<file path="config.mk">
export PLATFORM = sky130hd
export DESIGN_NAME = scale_sequencer
export DESIGN_NICKNAME = d
export VERILOG_FILES = /design/src/rtl/scale_pkg.sv /design/src/rtl/frame_boundary_detect.sv /design/src/rtl/scale_sequencer.sv
export SDC_FILE = /design/constraint.sdc
export NUM_CORES = 1
export LEC_CHECK = 0
export BUFFER_PORTS_ARGS = -buffer_cell sky130_fd_sc_hd__buf_2
export CORE_AREA = 2 2 39 41
export CTS_BUF_LIST = sky130_fd_sc_hd__clkbuf_16
export CTS_CLUSTER_SIZE = 40
export DETAILED_ROUTE_END_ITERATION = 8
export DIE_AREA = 0 0 41 43
export PLACE_DENSITY = 0.66
export SLEW_MARGIN = 20
export SYNTH_ARGS = -nofsm -noshare
export SYNTH_HDL_FRONTEND = slang
export SYNTH_SLANG_ARGS = --single-unit
</file>
<file path="constraint.sdc">
create_clock -name clk_in -period 1.4 [get_ports clk_in]
set_input_delay 0.28 -clock clk_in [delete_from_list [all_inputs] [get_ports clk_in]]
set_output_delay 0.28 -clock clk_in [all_outputs]
set_load 0.01 [all_outputs]
</file>
<file path="src/rtl/scale_pkg.sv">
// Shared types and timing constants for the scale datapath and its sequencer.
package scale_pkg;

    // Scale code driven into scale.scale_in
    typedef enum logic [1:0] {
        SCALE_1X = 2'd0,
        SCALE_2X = 2'd1,
        SCALE_4X = 2'd2,
        SCALE_8X = 2'd3
    } scale_t;

    // Sequencer state: idle, or holding a request until the frame boundary
    typedef enum logic {
        IDLE    = 1'b0,
        PENDING = 1'b1
    } seq_state_t;

    // Default 720p raster totals
    localparam int unsigned H_TOTAL_720P = 1650;
    localparam int unsigned V_TOTAL_720P = 750;

    // Next scale code, wrapping 3 -> 0 (no saturation)
    function automatic scale_t scale_inc(input scale_t s);
        logic [1:0] n;
        n = s + 2'd1;
        return scale_t'(n);
    endfunction

endpackage

</file>
<file path="src/rtl/frame_boundary_detect.sv">
// Flags the last pixel of a frame from the raster counters.
// Purely combinational so the flag lines up with the counters it was decoded from.
module frame_boundary_detect #(
    parameter int unsigned H_TOTAL = 1650,
    parameter int unsigned V_TOTAL = 750
) (
    input  logic [10:0] hcount_in,
    input  logic [9:0]  vcount_in,
    output logic        boundary_out
);

    localparam logic [10:0] H_LAST = 11'(H_TOTAL - 1);
    localparam logic [9:0]  V_LAST = 10'(V_TOTAL - 1);

    // Exact match only; out-of-range counter values never fire
    always_comb begin
        boundary_out = (hcount_in == H_LAST) && (vcount_in == V_LAST);
    end

endmodule

</file>
<file path="src/rtl/scale_sequencer.sv">
// Frame-synchronous owner of the scale code. Requests are arbitrated and held
// as a pending target, and only committed on the last pixel of a frame so the
// new code takes effect from the first pixel of the next frame.
module scale_sequencer
    import scale_pkg::*;
#(
    parameter int unsigned H_TOTAL     = H_TOTAL_720P,
    parameter int unsigned V_TOTAL     = V_TOTAL_720P,
    parameter logic [1:0]  RESET_SCALE = 2'b00
) (
    input  logic        clk_in,
    input  logic        rst_in,
    input  logic [10:0] hcount_in,
    input  logic [9:0]  vcount_in,
    input  logic        step_in,
    input  logic        set_valid_in,
    input  logic [1:0]  set_scale_in,
    input  logic        lock_in,
    output logic [1:0]  scale_out,
    output logic        pending_out,
    output logic        scale_update_out
);

    seq_state_t state_q;
    scale_t     scale_q;
    scale_t     target_q;
    logic       update_q;

    logic       boundary;
    logic       request;
    logic       apply;
    scale_t     next_target;

    frame_boundary_detect #(
        .H_TOTAL (H_TOTAL),
        .V_TOTAL (V_TOTAL)
    ) u_boundary (
        .hcount_in    (hcount_in),
        .vcount_in    (vcount_in),
        .boundary_out (boundary)
    );

    // Arbitrate requests: a set beats a same-cycle step; steps accumulate on
    // the pending target, or start from the live scale when nothing is pending
    always_comb begin
        request     = set_valid_in || step_in;
        apply       = (state_q == PENDING) && boundary && !lock_in;
        next_target = target_q;
        if (set_valid_in) begin
            next_target = scale_t'(set_scale_in);
        end else if (state_q == IDLE) begin
            next_target = scale_inc(scale_q);
        end else begin
            // After an apply scale_q becomes target_q, so target_q + 1 is also
            // correct for a step landing on the boundary cycle
            next_target = scale_inc(target_q);
        end
    end

    // Sequencer FSM with registered outputs; a boundary-cycle request is not
    // merged into the apply but becomes the target for the next frame
    always_ff @(posedge clk_in) begin
        if (rst_in) begin
            state_q  <= IDLE;
            scale_q  <= scale_t'(RESET_SCALE);
            target_q <= scale_t'(RESET_SCALE);
            update_q <= 1'b0;
        end else begin
            update_q <= 1'b0;
            unique case (state_q)
                IDLE: begin
                    if (request) begin
                        target_q <= next_target;
                        state_q  <= PENDING;
                    end
                end
                PENDING: begin
                    if (apply) begin
                        scale_q  <= target_q;
                        update_q <= (target_q != scale_q);
                        state_q  <= request ? PENDING : IDLE;
                    end
                    if (request) begin
                        target_q <= next_target;
                    end
                end
                default: state_q <= IDLE;
            endcase
        end
    end

    // Drive outputs straight from state
    always_comb begin
        scale_out        = scale_q;
        pending_out      = (state_q == PENDING);
        scale_update_out = update_q;
    end

endmodule

</file>
==> results.cfg, run 1 <==
[outcome]
run_status = finished clean

[logic_synthesis]
syn-num-nets = 73
post-synth-top-count-cell = dfxtp_1
synth_top_family_by_area = simple AND/OR/NAND/NOR gates
synth-seq-cells = 6
ys.flop_type = dfxtp_1
synthSimpleGateAreaFrac = 0.398
synthAdderAreaFrac = 0
synth_edf_count = 0
async_reset_ff_frac = 0
synthTopCellsByCount = 6 x dfxtp_1, 5 x nand2b_1, 4 x a21oi_1, 4 x nand2_1, 3 x o21ai_0
seq_area_frac_synth = 0.311
synth.distinct_cells = 23
synthCells = 45
synth_area_leaders = dfxtp_1 31%, nand2b_1 8.1%, nor4_4 5.5%, a21oi_1 5.2%, mux2i_1 5.2%
synth_warnings = 0
synth-compound-area-share = 0.152
synthXorXnorAreaFrac = 0.0680
netlist_area_sq_um = 387
synth.mux.area_fraction = 0.0518
avgSynthCellArea_sq_um = 8.59
synth_top_area_cell = dfxtp_1
yosysTopAreaCellShare = 0.311

[layout]
finalNonFillerCells = 94
nets = 108
fin_area_sq_um = 647
syn2layout_area_growth_pct = 67.3
layout-drive-gt1-share = 0.487
fillers = 143
n_antenna_cell = 0

[worst_setup_path]
critPathSlowestCell = or4b_4
cpPeakStageDelay_ns = 0.53
path_class = input pin to flop
crit_fanout = 4
crit_family = simple AND/OR/NAND/NOR gates
cp_cell_sequence = buf_6, or4b_4, nor4_4, mux2i_1
start_kind = input pin
arrival_ns = 1.53
crit_required_ns = 1.55
timing.critical_path.buf_inv = 1
critPathCaptureType = flop

[place]
place_inst = 91
gp_congestion = 0.715
port_buffers = 31
dp_hpwl_um = 746
placed_area_sq_um = 566
dp_worst_setup_slack_ns = -0.250

[timing]
slew_viol_final = 0
rsz0062_at_grt = yes
finalHoldViolations = 0
min_period_ns = 1.38
fmax_mhz = 726
timing.final.crit_share = 0.984
relSlewSlack = 0.770
setup_violations = 0
worst_pin_slew_ns = 0.343
finClkSkew_ns = 0.000184
fin_ws_ns = 0.0222

[floorplanning]
core-area_sq_um = 1380
io_pins = 32
die_y_um = 43
fp.dieArea_sq_um = 1760
fp-row-count = 14
die_x_um = 41
initial_core_util = 0.279

[clock_tree]
cts-buffers-inserted = 3
clk_path_buf_depth = 2
clk_pin_slew_ns = 0.03
cts_tree = built
post_cts_buffers = 0
cts_root_buf = clkbuf_16
clock_latency_ns = 0.22
cts_htree_levels = 1
postCtsHoldBufs = 0
cts.sinks = 6

[pwr]
irDropWorstVdd_mv = 0.332
power_density_nw_per_um2 = 1140
p_leak_nw = 0.307

[route]
drt_pre_antenna_iters = 2
wl_um = 895
avgRoutedWirePerCell_um = 9.52
antenna_left = 0
routed_via_density = 4.65
drt_iter0_markers = 1
routed-via-count = 437
post-route-drc-count = 0

[hold_path]
hp-class = input pin to flop

[run]
drv_cap = 0

[global_route]
grt_pass1_vias = 363
grt_max_degree = 10
grt_remaining_overflow = 0
track_usage = 0.116
grt_pass1_wl_um = 1390
grt_antenna_before_repair = 0
report_power, final:
| group | total (mW) | switching (mW) | internal (mW) |
|---|---|---|---|
| sequential | 0.187 | 0.00829 | 0.179 |
| clock | 0.461 | 0.0944 | 0.367 |
| combinational | 0.0892 | 0.0333 | 0.0559 |
| total | 0.737 | 0.136 | 0.602 |
routing by layer:
metal	vias up	part of all wire	GRT usage
met2	28	0.42	0.172
li1	229	-	-
met5	-	0	0
met3	2	0.13	0.0471
met1	178	0.44	0.138
met4	0	0.013	0.0600
layout make-up:
class	instances	area [sq um]	area share
clock buffer	3	75.1	0.116
multi-input combinational	37	263	0.406
sequential	6	120	0.186
tap	16	20.0	0.0309
timing repair buffer	32	169	0.261
kinds of logic (layout without fill, tap and decap cells):
| kind of cell | Yosys count | after routing |
|---|---|---|
| buffers and inverters | 2 | 35 |
| xor gates and xnor gates | 3 | 3 |
| and+or+nand+nor | 22 | 22 |
| AOI/OAI and AO/OA | 10 | 10 |
| muxes | 2 | 2 |
| DFF | 6 | 6 |
per-stage QoR:
step	hold slack, ns	utilization	setup TNS, ns	total power [mW]
detailed placement	0.537	0.409	-0.843	0.278
global placement	0.521	0.409	-0.631	0.277
floorplan	0.416	-	-0.0854	0.229
CTS	0.298	0.463	-0.00642	0.744
finish	0.297	0.467	0	0.737
global route	0.305	0.467	-0.0447	0.779
sequential cells by signal, summed over array words and instances (netlist names):
name,cells
scale_update_out,1
scale_out,2
pending_out,1
target_q,2
layout by cell type, fill, tap and decap left out, types with 2 or more instances in the layout:
| master | instances |
|---|---|
| a211o_1 | 2 |
| a21oi_1 | 4 |
| buf_2 | 30 |
| clkbuf_16 | 3 |
| dfxtp_1 | 6 |
| mux2i_1 | 2 |
| nand2_1 | 4 |
| nand2b_1 | 5 |
| nand3_1 | 2 |
| nand4b_1 | 2 |
| o21ai_0 | 3 |
| xnor2_1 | 2 |
worst paths after layout:
| path | endpoint | cells after the start | start | slack [ns] |
|---|---|---|---|---|
| max | scale_out[1] | 4 | hcount_in[8] | 0.02 |
| min | target_q[0] | 3 | set_scale_in[0] | 0.30 |
| max reg2reg | scale_out[1] | 4 | pending_out | 0.12 |
| min reg2reg | scale_out[1] | 2 | scale_out[1] | 0.54 |
worst reg2reg max path: stages, from the launching register on:
cell and delay (ns):
dfxtp_1 0.32, and4bb_2 0.22, nand4_1 0.15, nor4_4 0.28, mux2i_1 0.23
repair_timing:
| action | in CTS | in global routing |
|---|---|---|
| hold endpoints to repair | 0 | 0 |
| gates resized for setup | 0 | 1 |
| pin swaps | 0 | 1 |
| setup endpoints to repair | 1 | 3 |
Power figures use the tool's default switching activity.
==> run 2: changes to the inputs <==
--- a/config.mk
+++ b/config.mk
@@ -5,14 +5,15 @@
 export SDC_FILE = /design/constraint.sdc
 export NUM_CORES = 1
 export LEC_CHECK = 0
+export ABC_AREA = 1
 export BUFFER_PORTS_ARGS = -buffer_cell sky130_fd_sc_hd__buf_2
-export CORE_AREA = 2 2 39 41
+export CORE_UTILIZATION = 31
 export CTS_BUF_LIST = sky130_fd_sc_hd__clkbuf_16
 export CTS_CLUSTER_SIZE = 40
 export DETAILED_ROUTE_END_ITERATION = 8
-export DIE_AREA = 0 0 41 43
-export PLACE_DENSITY = 0.66
+export PLACE_DENSITY = 0.67
 export SLEW_MARGIN = 20
 export SYNTH_ARGS = -nofsm -noshare
 export SYNTH_HDL_FRONTEND = slang
 export SYNTH_SLANG_ARGS = --single-unit
+export TNS_END_PERCENT = 20
==> results.cfg, run 2 <==
[route]
avgRoutedWirePerCell_um = 8.32
drt_pre_antenna_iters = 4
routed_via_density = 4.46
antenna_left = 0
post-route-drc-count = 0
drt_iter0_markers = 13
routed-via-count = 526
wl_um = 982

[clock_tree]
cts_tree = built
postCtsHoldBufs = 0
cts_resized = 0
clock_latency_ns = 0.23
clk_pin_slew_ns = 0.03
cts_htree_levels = 1
cts.sinks = 6
clk_path_buf_depth = 2
cts_root_buf = clkbuf_16
post_cts_buffers = 0
cts-buffers-inserted = 3

[outcome]
run_status = finished clean

[logic_synthesis]
netlist_area_sq_um = 430
synth_area_leaders = dfxtp_1 28%, nand2_1 16%, inv_1 13%, nor2_1 8.7%, nor2_4 7.8%
syn-num-nets = 97
synthXorXnorAreaFrac = 0.0407
avgSynthCellArea_sq_um = 6.24
seq_area_frac_synth = 0.279
ys.flop_type = dfxtp_1
synth_top_area_cell = dfxtp_1
synthSimpleGateAreaFrac = 0.471
synth.mux.area_fraction = 0
synth-compound-area-share = 0.0785
synthCells = 69
synthTopCellsByCount = 18 x nand2_1, 15 x inv_1, 10 x nor2_1
synth_edf_count = 0
synth_top_family_by_area = simple AND/OR/NAND/NOR gates
async_reset_ff_frac = 0
yosysTopAreaCellShare = 0.279
synth_warnings = 0
synthAdderAreaFrac = 0
synth-seq-cells = 6
post-synth-top-count-cell = nand2_1
synth.distinct_cells = 16

[layout]
post-route-util = 0.522
fin_area_sq_um = 679
layout-drive-gt1-share = 0.408
fillers = 134
layout_commonest_cell = buf_2
n_antenna_cell = 0
syn2layout_area_growth_pct = 57.8
final_cell_mix = 31 x buf_2, 18 x nand2_1, 15 x inv_1
nets = 133

[worst_setup_path]
rr_worst_depth = 7
arrival_ns = 1.20
start_kind = flop
crit_required_ns = 1.52
path_class = flop to flop
r2r_start = pending_out
crit_fanout = 7
r2r_slack_ns = 0.32
r2r-end = scale_out[1]
critPathCaptureType = flop

[place]
dp_hpwl_um = 735
port_buffers = 31
gp_congestion = 0.741
placed_area_sq_um = 604

[global_route]
grt_pass1_wl_um = 1700
grt_antenna_before_repair = 0
grt_pass1_vias = 464
grt_max_degree = 8
track_usage = 0.167
grt_remaining_overflow = 0

[timing]
finClkSkew_ns = 0.000570
min_period_ns = 1.08
finalHoldViolations = 0
hold_ws_ns = 0.264
relSlewSlack = 0.815
rsz0062_at_grt = no
setup_violations = 0
timing.final.crit_share = 0.771
slew_viol_final = 0
worst_pin_slew_ns = 0.275
fmax_mhz = 927
tns_ns = 0

[floorplanning]
initial_core_util = 0.331
fp-row-count = 13
fp.dieArea_sq_um = 1540
die_y_um = 39.3
die_x_um = 39.3
io_pins = 32
core-area_sq_um = 1300

[pwr]
switching_share = 0.193
power_switching_mw = 0.141
power.total_mw = 0.732
power_frac_seq = 0.256
irDropWorstVdd_mv = 0.472
p_leak_nw = 0.397
p_comb_frac = 0.118
clkPwrFrac = 0.626
power_density_nw_per_um2 = 1080
internal_power_mw = 0.591

[hold_path]
hp-start = rst_in
hp-class = input pin to flop
worstHoldEndpoint = pending_out
holdPathStages = 2

[run]
drv_cap = 0
-- run 2: changes by cell type after synthesis, moves of 2 or more --
cell | before | now
mux2i_1 | 2 | 0
xnor2_1 | 2 | 0
a211o_1 | 2 | 0
nand2_2 | 0 | 2
inv_1 | 0 | 15
a21oi_1 | 4 | 2
nor2_4 | 0 | 3
nand2_1 | 4 | 18
nand2b_1 | 5 | 0
nand4b_1 | 2 | 0
nor2_1 | 1 | 10
-- run 2: how the worst max path moves through the flow --
stage / start / endpoint / slack (ns) / cells after the start
after detailed placement: scale_out[0] / target_q[1] / 0.34 / 6
after global routing: scale_out[0] / target_q[1] / 0.19 / 6
after CTS: pending_out / scale_out[1] / 0.31 / 7
after floorplan: pending_out / scale_out[0] / 0.37 / 7
final: pending_out / scale_out[1] / 0.32 / 7
after global placement: hcount_in[1] / scale_out[1] / 0.36 / 7
-- run 2: critical path, stage by stage, from the launching register on --
cell	delay, ns
dfxtp_1	0.40
nand2_1	0.07
inv_1	0.06
nand2_2	0.06
nor2_4	0.09
nand3_4	0.10
nor2_1	0.12
nor2_1	0.06
-- run 2: through the flow --
step                      cells  setup WS, ns
after global routing        118         0.193
after CTS                   118         0.314
after global placement      115         0.361
final                       118         0.321
after detailed placement    115         0.339
after floorplan              69         0.372
-- run 2: layout make-up --
| type | instances | area (sq um) | area share |
|---|---|---|---|
| timing repair buffer | 31 | 155 | 0.228 |
| multi-input combinational | 48 | 254 | 0.374 |
| tap | 15 | 18.8 | 0.0276 |
| inverter | 15 | 56.3 | 0.0829 |
| clock buffer | 3 | 75.1 | 0.110 |
| sequential | 6 | 120 | 0.177 |
-- run 2: routing by layer --
layer	wire (um)	vias up	global-route usage
met5	0	-	0
met4	35	0	0.164
met3	64	6	0.0341
met2	499	26	0.271
met1	383	220	0.176
li1	-	274	-
-- run 2: cell families after synthesis --
family          after synthesis
xor+xnor                      2
simple gates                 40
buf+inv                      15
compound gates                6
flops                         6
-- run 2: power groups by stage --
stage | clock (mW) | combinational [mW] | sequential [mW]
6_report | 0.458 | 0.0867 | 0.187
5_1_grt | 0.468 | 0.101 | 0.188
4_1_cts | 0.464 | 0.0875 | 0.187
3_5_place_dp | 0 | 0.0856 | 0.189
3_3_place_gp | 0 | 0.0833 | 0.189
2_1_floorplan | 0 | 0.0387 | 0.188
==> run 3: changes to the inputs <==
==> constraint.sdc (replaced) <==
create_clock -name clk_in -period 0.9 [get_ports clk_in]
set_input_delay 0.18 -clock clk_in [delete_from_list [all_inputs] [get_ports clk_in]]
set_output_delay 0.18 -clock clk_in [all_outputs]
set_load 0.01 [all_outputs]
==> results.cfg, run 3 (synthesized netlist as in run 2, its figures left out) <==
[route]
routed-via-count = 512
drt_pre_antenna_iters = 4
routed_via_density = 4.23
antenna_left = 0
avgRoutedWirePerCell_um = 7.95
drt_iter0_markers = 6
post-route-drc-count = 0
wl_um = 962

[clock_tree]
clk_pin_slew_ns = 0.04
cts_tree = built
clock_latency_ns = 0.23
postCtsHoldBufs = 0
cts_root_buf = clkbuf_16
cts-buffers-inserted = 3
cts_htree_levels = 1
cts.sinks = 6
clk_path_buf_depth = 2

[global_route]
grt_pass1_vias = 416
grt_max_degree = 8
grt_pass1_wl_um = 1460
track_usage = 0.146
grt_antenna_before_repair = 0
grt_remaining_overflow = 0

[timing]
slew_viol_final = 0
hold_ws_ns = 0.157
min_period_ns = 0.974
finClkSkew_ns = 0.00385
worst_pin_slew_ns = 0.197
finalHoldViolations = 0
fmax_mhz = 1030
rsz0062_at_grt = yes
timing.final.crit_share = 1.08
setup_violations = 6
fin_ws_ns = -0.0740
relSlewSlack = 0.868

[floorplanning]
fp-row-count = 13
fp.dieArea_sq_um = 1540
initial_core_util = 0.331
io_pins = 32
die_y_um = 39.3
core-area_sq_um = 1300
die_x_um = 39.3

[layout]
n_antenna_cell = 0
layout-drive-gt1-share = 0.481
final_cell_mix = 30 x buf_2, 17 x nand2_1, 15 x inv_1
fin_area_sq_um = 727
layout_commonest_cell = buf_2
post-route-util = 0.559
syn2layout_area_growth_pct = 68.9
nets = 135

[pwr]
p_leak_nw = 0.414
power_density_nw_per_um2 = 1610
power.total_mw = 1.17
irDropWorstVdd_mv = 0.904

[place]
dp_hpwl_um = 807
placed_area_sq_um = 627
gp_congestion = 0.739
port_buffers = 31

[worst_setup_path]
cp_cell_sequence = nand2_2, inv_2, nand2_2, nor2_4, nand3_4, nand2_1, nand2_1, nor2_1
rr_worst_depth = 8
crit_required_ns = 1.07
r2r-end = scale_out[0]
critPathCaptureType = flop
crit_fanout = 7
arrival_ns = 1.14
start_kind = flop
r2r_slack_ns = -0.07
cp-startpoint = pending_out
critPathSlowestCell = dfxtp_4
r2r_start = pending_out
path_class = flop to flop
cpPeakStageDelay_ns = 0.37

[outcome]
run_status = finished, violations left
failed_checks = setup timing

[hold_path]
hp-start = rst_in
worstHoldEndpoint = pending_out
hp-class = input pin to flop
holdPathStages = 2

[run]
drv_cap = 0
run 3: cell count changes in the layout (fill, tap and decap cells not counted), moves of 2 or more:
cell / change
nor2_1: -2
nor2_2: +2
dfxtp_1: -2
buf_6: +2
run 3: metrics by stage:
| stage | TNS [ns] | cells | worst slack, ns |
|---|---|---|---|
| after CTS | -0.375 | 121 | -0.0806 |
| final | -0.335 | 121 | -0.0740 |
| after detailed placement | -0.304 | 117 | -0.0882 |
| after global routing | -0.845 | 121 | -0.160 |
| after floorplan | -0.146 | 69 | -0.0435 |
| after global placement | -0.173 | 117 | -0.0477 |
run 3: area by class of cell:
class	count	area, sq um
repair buffers	33	180
fillers	141	574
clock inverters	1	3.75
clock buffers	3	75.1
well taps	15	18.8
inverters	15	56.3
multi-input cells	48	268
flip-flops and latches	6	125
run 3: critical path, delay by kind of cell (launching register included):
kind                   cells  cell delay (ns)
DFF                        1             0.37
and+or+nand+nor            7             0.49
buffers and inverters      1             0.04
run 3: worst max path at each step:
| stage | endpoint | slack [ns] | cells past startpoint |
|---|---|---|---|
| floorplan | scale_out[1] | -0.04 | 7 |
| detailed placement | scale_out[1] | -0.09 | 8 |
| CTS | target_q[1] | -0.08 | 6 |
| global route | scale_out[0] | -0.16 | 8 |
| global placement | scale_out[0] | -0.05 | 7 |
| finish | scale_out[0] | -0.07 | 8 |
run 3: power breakdown:
part / internal (mW) / total (mW) / switching, mW
Clock: 0.577 / 0.738 / 0.161
Combinational: 0.0750 / 0.138 / 0.0635
Sequential: 0.277 / 0.291 / 0.0149
run 3: repair_timing:
item | CTS | global route
buffers inserted | 0 | 0
hold endpoints to repair | 0 | 0
setup endpoints to repair | 7 | 9
pin swaps | 0 | 1
gates resized for setup | 4 | 3
run 3: per-layer routing:
layer  up-vias  part of all wire  track usage
li1        282                 -            -
met1       207              0.44        0.161
met2        21              0.47        0.229
met3         2             0.056       0.0341
met4         0             0.028        0.129
met5         -                 0            0
